--- src/rtl/dmem_sramlike_bridge_pkg.sv ---
// Shared definitions for the data-side sram-like bridge: FSM states and bus size codes.
package cpu_defs;
  typedef enum logic [2:0] {IDLE, ADDR, DATA, HOLD, DRAIN} dbridge_state_t;

  localparam logic [1:0] SIZE_BYTE = 2'd0;
  localparam logic [1:0] SIZE_HALF = 2'd1;
  localparam logic [1:0] SIZE_WORD = 2'd2;
endpackage

--- src/rtl/dmem_sramlike_bridge_if.sv ---
// M-stage request/response signals and the sram-like data bus, bundled for the bridge.
interface dmem_sramlike_bridge_if #(
  parameter int ADDR_W = 32,
  parameter int DATA_W = 32
);
  logic              cpu_req;
  logic              cpu_wr;
  logic [1:0]        cpu_size;
  logic [ADDR_W-1:0] cpu_addr;
  logic [DATA_W-1:0] cpu_wdata;
  logic              cpu_stall;
  logic              cpu_cancel;
  logic              cpu_busy;
  logic [DATA_W-1:0] cpu_rdata;

  logic              data_req;
  logic              data_wr;
  logic [1:0]        data_size;
  logic [ADDR_W-1:0] data_addr;
  logic [DATA_W-1:0] data_wdata;
  logic              data_addr_ok;
  logic              data_data_ok;
  logic [DATA_W-1:0] data_rdata;

  // bridge side
  modport slave (
    input  cpu_req, cpu_wr, cpu_size, cpu_addr, cpu_wdata, cpu_stall, cpu_cancel,
    output cpu_busy, cpu_rdata,
    output data_req, data_wr, data_size, data_addr, data_wdata,
    input  data_addr_ok, data_data_ok, data_rdata
  );

  // pipeline + bus slave side
  modport master (
    output cpu_req, cpu_wr, cpu_size, cpu_addr, cpu_wdata, cpu_stall, cpu_cancel,
    input  cpu_busy, cpu_rdata,
    input  data_req, data_wr, data_size, data_addr, data_wdata,
    output data_addr_ok, data_data_ok, data_rdata
  );
endinterface

--- src/rtl/dmem_sramlike_bridge.sv ---
// One sram-like bus transaction per M-stage memory instruction; stalls M until done and
// drains an already-accepted transaction when M is flushed.
module dmem_sramlike_bridge
  import cpu_defs::*;
#(
  parameter int ADDR_W = 32,
  parameter int DATA_W = 32
) (
  input  logic                  clk,
  input  logic                  rst,
  dmem_sramlike_bridge_if.slave bus
);

  dbridge_state_t    state_q, state_d;
  logic              req_q,   req_d;
  logic              wr_q,    wr_d;
  logic [1:0]        size_q,  size_d;
  logic [ADDR_W-1:0] addr_q,  addr_d;
  logic [DATA_W-1:0] wdata_q, wdata_d;
  logic [DATA_W-1:0] rdata_q, rdata_d;

  always_ff @(posedge clk or posedge rst) begin
    if (rst) begin
      state_q <= IDLE;
      req_q   <= 1'b0;
      wr_q    <= 1'b0;
      size_q  <= SIZE_BYTE;
      addr_q  <= '0;
      wdata_q <= '0;
      rdata_q <= '0;
    end else begin
      state_q <= state_d;
      req_q   <= req_d;
      wr_q    <= wr_d;
      size_q  <= size_d;
      addr_q  <= addr_d;
      wdata_q <= wdata_d;
      rdata_q <= rdata_d;
    end
  end

  always_comb begin
    state_d = state_q;
    req_d   = req_q;
    wr_d    = wr_q;
    size_d  = size_q;
    addr_d  = addr_q;
    wdata_d = wdata_q;
    rdata_d = rdata_q;
    unique case (state_q)
      IDLE: begin
        if (bus.cpu_req && !bus.cpu_cancel) begin
          req_d   = 1'b1;
          wr_d    = bus.cpu_wr;
          size_d  = bus.cpu_size;
          addr_d  = bus.cpu_addr;
          wdata_d = bus.cpu_wdata;
          state_d = ADDR;
        end
      end
      ADDR: begin
        if (bus.data_addr_ok) begin
          req_d   = 1'b0;
          state_d = bus.cpu_cancel ? DRAIN : DATA;
        end else if (bus.cpu_cancel) begin
          // nothing reached the bus yet, so the request can simply be withdrawn
          req_d   = 1'b0;
          state_d = IDLE;
        end
      end
      DATA: begin
        if (bus.data_data_ok) begin
          if (bus.cpu_cancel) begin
            state_d = IDLE;
          end else begin
            rdata_d = bus.data_rdata;
            state_d = HOLD;
          end
        end else if (bus.cpu_cancel) begin
          state_d = DRAIN;
        end
      end
      DRAIN: begin
        if (bus.data_data_ok) state_d = IDLE;
      end
      HOLD: begin
        // cpu_req is still the completed instruction's request here; never reissue it
        if (!bus.cpu_stall || bus.cpu_cancel) state_d = IDLE;
      end
      default: state_d = IDLE;
    endcase
  end

  assign bus.cpu_busy   = ((state_q == IDLE) && bus.cpu_req && !bus.cpu_cancel) ||
                          (state_q == ADDR) || (state_q == DATA) || (state_q == DRAIN);
  assign bus.cpu_rdata  = rdata_q;
  assign bus.data_req   = req_q;
  assign bus.data_wr    = wr_q;
  assign bus.data_size  = size_q;
  assign bus.data_addr  = addr_q;
  assign bus.data_wdata = wdata_q;

endmodule

--- src/flat_wrapper.sv ---
// flat-port wrapper written by rule: the top's interface ports become plain ports
module dmem_sramlike_bridge_flat import cpu_defs::*;
#(
  parameter int ADDR_W = 32,
  parameter int DATA_W = 32
)
  (clk, rst, bus_cpu_req, bus_cpu_wr, bus_cpu_size, bus_cpu_addr, bus_cpu_wdata, bus_cpu_stall, bus_cpu_cancel, bus_cpu_busy, bus_cpu_rdata, bus_data_req, bus_data_wr, bus_data_size, bus_data_addr, bus_data_wdata, bus_data_addr_ok, bus_data_data_ok, bus_data_rdata);
  dmem_sramlike_bridge_if #(.ADDR_W(ADDR_W), .DATA_W(DATA_W)) bus_i ();
  input  logic clk;
  input  logic rst;
  input wire logic [$bits(bus_i.cpu_req)-1:0] bus_cpu_req;
  input wire logic [$bits(bus_i.cpu_wr)-1:0] bus_cpu_wr;
  input wire logic [$bits(bus_i.cpu_size)-1:0] bus_cpu_size;
  input wire logic [$bits(bus_i.cpu_addr)-1:0] bus_cpu_addr;
  input wire logic [$bits(bus_i.cpu_wdata)-1:0] bus_cpu_wdata;
  input wire logic [$bits(bus_i.cpu_stall)-1:0] bus_cpu_stall;
  input wire logic [$bits(bus_i.cpu_cancel)-1:0] bus_cpu_cancel;
  output wire logic [$bits(bus_i.cpu_busy)-1:0] bus_cpu_busy;
  output wire logic [$bits(bus_i.cpu_rdata)-1:0] bus_cpu_rdata;
  output wire logic [$bits(bus_i.data_req)-1:0] bus_data_req;
  output wire logic [$bits(bus_i.data_wr)-1:0] bus_data_wr;
  output wire logic [$bits(bus_i.data_size)-1:0] bus_data_size;
  output wire logic [$bits(bus_i.data_addr)-1:0] bus_data_addr;
  output wire logic [$bits(bus_i.data_wdata)-1:0] bus_data_wdata;
  input wire logic [$bits(bus_i.data_addr_ok)-1:0] bus_data_addr_ok;
  input wire logic [$bits(bus_i.data_data_ok)-1:0] bus_data_data_ok;
  input wire logic [$bits(bus_i.data_rdata)-1:0] bus_data_rdata;
  assign bus_i.cpu_req = bus_cpu_req;
  assign bus_i.cpu_wr = bus_cpu_wr;
  assign bus_i.cpu_size = bus_cpu_size;
  assign bus_i.cpu_addr = bus_cpu_addr;
  assign bus_i.cpu_wdata = bus_cpu_wdata;
  assign bus_i.cpu_stall = bus_cpu_stall;
  assign bus_i.cpu_cancel = bus_cpu_cancel;
  assign bus_cpu_busy = bus_i.cpu_busy;
  assign bus_cpu_rdata = bus_i.cpu_rdata;
  assign bus_data_req = bus_i.data_req;
  assign bus_data_wr = bus_i.data_wr;
  assign bus_data_size = bus_i.data_size;
  assign bus_data_addr = bus_i.data_addr;
  assign bus_data_wdata = bus_i.data_wdata;
  assign bus_i.data_addr_ok = bus_data_addr_ok;
  assign bus_i.data_data_ok = bus_data_data_ok;
  assign bus_i.data_rdata = bus_data_rdata;
  dmem_sramlike_bridge #(.ADDR_W(ADDR_W), .DATA_W(DATA_W)) u_core (.clk(clk), .rst(rst), .bus(bus_i));
endmodule
--- config.mk ---
export PLATFORM = sky130hd
export DESIGN_NAME = dmem_sramlike_bridge_flat
export DESIGN_NICKNAME = d
export VERILOG_FILES = /design/src/rtl/dmem_sramlike_bridge_pkg.sv /design/src/rtl/dmem_sramlike_bridge_if.sv /design/src/rtl/dmem_sramlike_bridge.sv /design/src/flat_wrapper.sv
export SDC_FILE = /design/constraint.sdc
export NUM_CORES = 1
export LEC_CHECK = 0
export CELL_PAD_IN_SITES_DETAIL_PLACEMENT = 0
export CELL_PAD_IN_SITES_GLOBAL_PLACEMENT = 1
export CORE_MARGIN = 1.5
export CORE_UTILIZATION = 33
export CTS_CLUSTER_DIAMETER = 80
export CTS_CLUSTER_SIZE = 16
export DETAILED_ROUTE_END_ITERATION = 16
export MAX_ROUTING_LAYER = met4
export PLACE_DENSITY_LB_ADDON = 0.1
export SLEW_MARGIN = 20
export SYNTH_ARGS = -nofsm -noshare
export SYNTH_HDL_FRONTEND = slang
export SYNTH_SLANG_ARGS = --single-unit
--- constraint.sdc ---
create_clock -name clk -period 8.7 [get_ports clk]
set_input_delay 1.74 -clock clk [delete_from_list [all_inputs] [get_ports clk]]
set_output_delay 1.74 -clock clk [all_outputs]
set_load 0.1 [all_outputs]
* Yosys cells after proc, flatten, opt, wreduce, memory -nomap -nowiden *
Cells that the tools add are included.

operators by class
  equality and inequality tests = 9
  bitwise logic cells = 1
  mux-type cells = 14
  reductions and logical operators = 15

operators by type and width
  operator            count
  $mux 3              8
  $pmux 3 s5          1
  $eq 3x2->1 const B  2
  $ne 3x3->1 const B  2
  $reduce_and 3->1    2
  $reduce_and 5->1    1
  $logic_or 1x1->1    4
  $ne 2x1->1 const B  2
  $eq 3x1->1 const B  1
  $eq 3x3->1 const B  1
  $logic_and 1x1->1   3
  $logic_not 3->1     1
  $mux 1              3
  $logic_not 1->1     2
  $mux 2              1
  $ne 2x2->1 const B  1
  $pmux 1 s2          1
  $reduce_and 2->1    1
  $reduce_bool 2->1   1
  $not 1->1           1

word-level totals
  word-level logic and storage cells = 46
  bits of input ports = 106
  output and inout bits = 101
  flip-flop bits (word level) = 103

* Logic depth before layout (Yosys ltp) *
Gate-level depths: netlist (run 1).

  depth after elaboration = 6
  mapped depth = 6
  depth with buffers taken out = 4

* Worst setup path after synthesis (run 1) *
Ideal clock, no wire load.

  path kind = input-to-output
  start point = input bus_cpu_cancel
  end point = output bus_cpu_busy
  required time = 6960 ps
  stages = 5
  path slack = 4032 ps
  buffers on the path = 2
  data arrival time = 2928 ps
  path through = nor2_4 -> nand3_2 -> buf_6 -> buf_6 -> nand2_1

between the ends
  cells in the longest elaborated chain, start to end = 5

ends and longest elaborated chain
  element                         RTL line                    text
  start: declaration              flat_wrapper.sv:17          input wire logic [$bits(bus_i.cpu_cancel)-1:0] bus_cpu_cancel;
  $logic_not 1->1                 dmem_sramlike_bridge.sv:94  assign bus.cpu_busy = ((state_q == IDLE) && bus.cpu_req && !bus.cpu_cancel) ||
  $logic_and 1x1->1               dmem_sramlike_bridge.sv:94
  $logic_or 1x1->1                dmem_sramlike_bridge.sv:94
  $logic_or 1x1->1 (2 in series)  dmem_sramlike_bridge.sv:95  (state_q == ADDR) || (state_q == DATA) || (state_q == DRAIN);
  end: declaration                flat_wrapper.sv:18          output wire logic [$bits(bus_i.cpu_busy)-1:0] bus_cpu_busy;

No other way between the ends.

* Final worst setup path (run 1) *
Same ends and word-level chain as after synthesis.

==> results of run 1 <==
==> worst max-delay path, delay by kind of cell <==
family	cells	cell delay (ns)
buffers and inverters	2	1.71
and+or+nand+nor	3	1.26
==> cells by family (layout without fill, tap and decap cells) <==
logic type	after synthesis	count (layout)
compound gates	11	11
xor+xnor	1	1
buf+inv	15	225
flops	103	103
mux	100	100
simple gates	14	14
==> flip-flops by register name (all words and copies together), names as in the netlist <==
name,flops
u_core.bus.cpu_rdata,32
u_core.bus.data_addr,32
u_core.bus.data_wdata,32
u_core.state_q,3
u_core.bus.data_size,2
u_core.bus.data_req,1
u_core.bus.data_wr,1
==> cell usage in the layout (no fill, tap or decap), drive strengths merged <==
cell type        n
a211oi           1
a21bo            1
a21oi            1
a22oi            1
a32oi            1
buf              1
clkbuf          13
clkdlybuf4s50  206
clkinv           2
clkinvlp         1
dfrtp          103
inv              2
mux2           100
nand2            3
nand2b           2
nand3            1
nand3b           1
nand4b           1
nor2             4
nor2b            1
nor3             1
o21ai            3
o31ai            2
o32ai            1
xor2             1
==> layer usage <==
metal / wire length [um] / track usage [%] / vias to the layer above
li1: - / - / 1263
met1: 3740 / 17.7 / 1368
met2: 4810 / 25.3 / 121
met3: 783 / 6.75 / 10
met4: 123 / 5.42 / 0
met5: 0 / - / -
==> cell type report <==
cell class | count | share of cell area [%]
repair buffers | 207 | 32.0
well taps | 147 | 2.84
multi-input cells | 126 | 20.8
inverters | 2 | 0.155
clock inverters | 3 | 0.271
clock buffers | 13 | 4.02
flip-flops and latches | 103 | 39.8
==> worst max path at each step <==
stage	startpoint	end	slack (ns)
floorplan	bus_cpu_cancel	bus_cpu_busy	4.03
global placement	bus_cpu_cancel	bus_cpu_busy	2.23
detailed placement	bus_cpu_cancel	bus_cpu_busy	2.22
CTS	bus_cpu_cancel	bus_cpu_busy	2.20
global route	bus_cpu_cancel	bus_cpu_busy	2.02
finish	bus_cpu_cancel	bus_cpu_busy	2.23
==> per-stage QoR <==
| step | std cells | setup slack, ns | hold slack [ns] | instance area (sq um) | utilization (%) |
|---|---|---|---|---|---|
| global route | 601 | 2.02 | 0.514 | 6470 | 54.3 |
| detailed placement | 585 | 2.22 | 0.491 | 6180 | 51.9 |
| finish | 601 | 2.23 | 0.502 | 6470 | 54.3 |
| CTS | 601 | 2.20 | 0.507 | 6460 | 54.2 |
| global placement | 585 | 2.23 | 0.487 | 6180 | 51.9 |
| floorplan | 244 | 4.03 | 0.540 | 4000 | - |
==> cell usage after synthesis, drive strengths merged <==
| master | instances | area share [%] |
|---|---|---|
| nor3 | 1 | 0.13 |
| nand3 | 1 | 0.25 |
| o31ai | 2 | 0.38 |
| buf | 13 | 1.9 |
| a22oi | 1 | 0.19 |
| o21ai | 3 | 0.38 |
| a32oi | 1 | 0.22 |
| nand2b | 2 | 0.31 |
| dfrtp | 103 | 65 |
| a211oi | 1 | 0.19 |
| a21bo | 1 | 0.25 |
| o32ai | 1 | 0.22 |
| nand2 | 3 | 0.28 |
| a21oi | 1 | 0.13 |
| xor2 | 1 | 0.22 |
| mux2 | 100 | 29 |
| nand4b | 1 | 0.38 |
| nor2b | 1 | 0.16 |
| nand3b | 1 | 0.19 |
| inv | 2 | 0.19 |
| nor2 | 4 | 0.56 |
==> results by group, run 1 <==
Finish
  • Final net count: 555
  • Area growth from synthesis to layout: 62.0%
  • Share of post-route cells with drive strength above 1: 26.4%
  • Multi-input gate area in the final layout: 1350 sq um
  • Number of filler cells placed in the layout: 1025
  • ANT cells: 0
  • Footprint of the flip-flops and latches: 2580 sq um

Setup path
  • Flop2flop setup slack: 6.42 ns
  • Endpoint arrival time on the critical path: 4.73 ns
  • Worst R2R Start: u_core.state_q[1]
  • Worst reg-to-reg path cell count: 3
  • Critical register-to-register path endpoint: u_core.bus.data_addr[19]
  • Cells traversed along the worst timing path: clkdlybuf4s50_1 > nor2_4 > nand3_4 > nand2_1 > clkdlybuf4s50_1
  • WP data required: 6.96 ns
  • Worst-path cell with the longest stage delay: clkdlybuf4s50_1
  • Kind of critical path: primary input to primary output
  • Sort of element at the end of the critical path: primary output
  • Largest stage delay on the critical path: 1.17 ns
  • Crit path top cell by count: clkdlybuf4s50_1
  • Nature of the critical path startpoint: primary input
  • Crit Path Max Fanout: 69

Clock network
  • TritonCTS buffer count: 9
  • Post-CTS Hold Buffers: 0
  • Clock transition at the register clock pins on the worst setup and hold paths after CTS: 0.07 ns
  • Library cell used as clock root buffer: clkbuf_16
  • Clock buffer depth: 2
  • TritonCTS clock tree: done
  • Count of cells resized by post-cts repair: 0
  • Number of H-tree levels: 3
  • Post-CTS setup-driven buffer insertion count: 0
  • Worst-Skew Late Latency: 0.34 ns
  • CTS sink count: 103

STA
  • Worst clock skew: 0.00389 ns
  • Setup repair after global routing missed its margin: no
  • Time the final worst path needs with I/O delays and setup: 6.47 ns
  • Final total negative setup slack: 0 ns
  • Fin crit share: 74.3%
  • Fmax achieved: 0.155 GHz
  • Worst slew pin tran: 1.01 ns
  • Final setup viols: 0
  • Slew Limit Headroom: 32.2%
  • Number of pins exceeding their max-slew limit in the final report: 0
  • Final-report hold violation count: 0

Placed design
  • Total half-perimeter wirelength after legalization and detailed placement: 6690 um
  • Routability congestion estimate: 0.757
  • Number of I/O port buffers: 206

Global routing
  • GRT Overall Usage: 15.8%
  • Global-route wire length before repair: 14900 um
  • Overall overflow remaining after global route: 0
  • Maximum number of pins on one net before global-route repair: 80
  • Via count of the first global-routing pass: 3007
  • Number of antenna violations at the first check in global routing: 0

Hold path
  • Startpoint of the tightest hold check path: u_core.bus.data_wdata[3]
  • Hold path cells: 1
  • Hold WC Path Type: flip-flop to flip-flop
  • Worst Hold Path EP: u_core.bus.data_wdata[3]

Floorplanning
  • Die Span X: 113 um
  • Initial Utilization: 33.5%
  • Std-Cell Rows: 40
  • Die Area: 12800 sq um
  • DIE HEIGHT: 113 um
  • Standard cell core area: 11900 sq um
  • I/O pin count: 207

Detailed routing
  • Remaining routing DRC violations: 0
  • Detailed Route WL: 9450 um
  • Number of search-and-repair iterations in the first detailed-routing pass: 4
  • Average routed wire per standard cell: 15.7 um
  • Detail Route Antenna Nets: 0
  • Vias post-DR: 2762
  • DR iter-0 viols: 92
  • Vias per cell: 4.60

Logic synthesis
  • Synth Area in Simple Gates: 2.25%
  • Share of cell area taken by muxes after synthesis: 28.9%
  • Synth Cell Area: 4000 sq um
  • Xor/xnor share of the synthesized area: 0.219%
  • Library cells used by synthesis: 24
  • Compound-Gate Fraction of Synth Area: 1.94%
  • Dominant combinational cell family by area after synthesis: multiplexers
  • Synthesis Warnings: 0
  • Average cell area after synthesis: 16.4 sq um
  • Synthesized netlist cell count: 244
  • Synthesized-area fraction occupied by adder cells: 0%
  • Part of the Yosys area used for sequential elements: 64.5%
  • Synthesized netlist net count: 350
  • Flip-flop and latch count after synthesis: 103

Run
  • Max-Cap Viols: 0

Run status
  • Result of the run: finished, final reports clean
Power of run 1 is left out: the tool's default activity adds up to more than one toggle a clock period on the data nets, which glitch-free logic cannot reach.
==> run 2: changes to the inputs <==
Settings changed: CORE_UTILIZATION 33 to 28.
Clock period 8.7 ns to 5.9 ns, I/O delays scaled along.
==> run 2 against run 1 <==
Net effect:
- wire length is 1.5% higher
- clock skew is 0.0024 ns higher
- clock-buffer cell count is 3 lower
- worst setup slack better by 0.11 ns
- non-clock buffer count is 1 higher
- register-to-register slack worse by 2.6 ns
- global-route usage is 2.2 points lower
- cell area is 0.85% higher
- first-iteration DRC count is 5.4% lower
- largest cell class unchanged
==> results by group, run 2 (synthesis results as in run 1) <==
Detailed routing
  • Number of search-and-repair iterations in the first detailed-routing pass: 4
  • Met3 routed WL: 894 um
  • Detail Route Antenna Nets: 0
  • DR WL met2: 4380 um
  • Sum of routed wire segments on met1: 4210 um
  • Average routed wire per standard cell: 15.1 um
  • Vias post-DR: 2741
  • DR iter-0 viols: 87
  • Top Layer Used: met4
  • Detailed Route WL: 9600 um
  • Remaining routing DRC violations: 0
  • Vias per cell: 4.32

Floorplanning
  • Die Span X: 122 um
  • I/O pin count: 207
  • Standard cell core area: 13900 sq um
  • Std-Cell Rows: 43
  • Initial Utilization: 28.8%
  • Die Area: 15000 sq um
  • DIE HEIGHT: 122 um

STA
  • Final setup viols: 0
  • Final total negative setup slack: 0 ns
  • Number of pins exceeding their max-slew limit in the final report: 0
  • Fmax achieved: 0.281 GHz
  • Final setup slack of the worst path: 2.34 ns
  • Setup repair after global routing missed its margin: no
  • Slew Limit Headroom: 31.7%
  • Fin crit share: 60.3%
  • Final-report hold violation count: 0
  • Hold_ws: 0.503 ns
  • Time the final worst path needs with I/O delays and setup: 3.56 ns
  • Worst slew pin tran: 1.02 ns
  • Worst clock skew: 0.00631 ns

Clock network
  • TritonCTS buffer count: 9
  • Library cell used as clock root buffer: clkbuf_16
  • Clock transition at the register clock pins on the worst setup and hold paths after CTS: 0.06 ns
  • Count of cells resized by post-cts repair: 0
  • Number of H-tree levels: 3
  • Post-CTS setup-driven buffer insertion count: 0
  • CTS sink count: 103
  • Clock buffer depth: 2
  • Worst-Skew Late Latency: 0.35 ns
  • Post-CTS Hold Buffers: 0
  • TritonCTS clock tree: done

Placed design
  • Number of I/O port buffers: 206
  • Pre-CTS setup slack: 2.30 ns
  • Total half-perimeter wirelength after legalization and detailed placement: 6700 um
  • Routability congestion estimate: 0.734

Setup path
  • Crit Path Max Fanout: 6
  • WP data required: 4.72 ns
  • Nature of the critical path startpoint: primary input
  • Top delay family on crit path: buffers and inverters
  • Worst-path cell with the longest stage delay: clkdlybuf4s50_1
  • Buffers plus inverters on the worst setup path: 2
  • Endpoint arrival time on the critical path: 2.38 ns
  • Cells traversed along the worst timing path: clkdlybuf4s50_1 > nor2_4 > nand3_4 > nand2_1 > buf_4
  • Largest stage delay on the critical path: 0.53 ns
  • Sort of element at the end of the critical path: primary output
  • Kind of critical path: primary input to primary output

Global routing
  • Number of antenna violations at the first check in global routing: 0
  • Global-route wire length before repair: 14800 um
  • GRT Overall Usage: 13.6%
  • Overall overflow remaining after global route: 0
  • Via count of the first global-routing pass: 2875
  • Maximum number of pins on one net before global-route repair: 72

Finish
  • Area growth from synthesis to layout: 63.4%
  • Most common cell after layout, fill and taps aside: clkdlybuf4s50_1
  • Number of filler cells placed in the layout: 1255
  • ANT cells: 0
  • Final net count: 556
  • Multi-input gate area in the final layout: 1350 sq um
  • Footprint of the flip-flops and latches: 2580 sq um
  • Share of post-route cells with drive strength above 1: 27.0%
  • Commonest non-fill, non-tap cells in the layout: clkdlybuf4s50_1, dfrtp_1, mux2_2

Hold path
  • Hold WC Path Type: flip-flop to flip-flop

Run
  • Max-Cap Viols: 0

Run status
  • Result of the run: finished, final reports clean
[run 2: path summary, 6_finish.rpt]
path                                           from  depth (start not counted)                   endpoint  slack, ns
max reg2reg                       u_core.state_q[1]                          4  u_core.bus.data_wdata[31]       3.79
min in group asynchronous                       rst                          2   u_core.bus.cpu_rdata[21]       1.38
max                                  bus_cpu_cancel                          5               bus_cpu_busy       2.34
min                        u_core.bus.cpu_rdata[13]                          1   u_core.bus.cpu_rdata[13]       0.50
min reg2reg                u_core.bus.cpu_rdata[13]                          1   u_core.bus.cpu_rdata[13]       0.50
max in group asynchronous                       rst                          3   u_core.bus.data_addr[12]       3.56
[run 2: layout make-up]
type	instances	share of cell area (%)
sequential	103	39.5
timing repair buffer	208	31.8
multi-input combinational	126	20.7
clock buffer	10	3.51
tap	180	3.45
clock inverter	6	0.939
inverter	2	0.153
[run 2: routing by layer]
metal	up-vias	GRT usage (%)
met2	124	19.7
met4	0	4.14
met5	-	-
met3	11	6.41
li1	1262	-
met1	1344	16.8
[run 2: per-stage QoR]
stage	utilization, %	instance area (sq um)	instances
after global placement	44.9	6230	619
after global routing	47.0	6530	635
after CTS	47.0	6520	635
after detailed placement	44.9	6230	619
final	47.0	6530	635
after floorplan	-	4000	244
Power of run 2 is left out for the same reason.
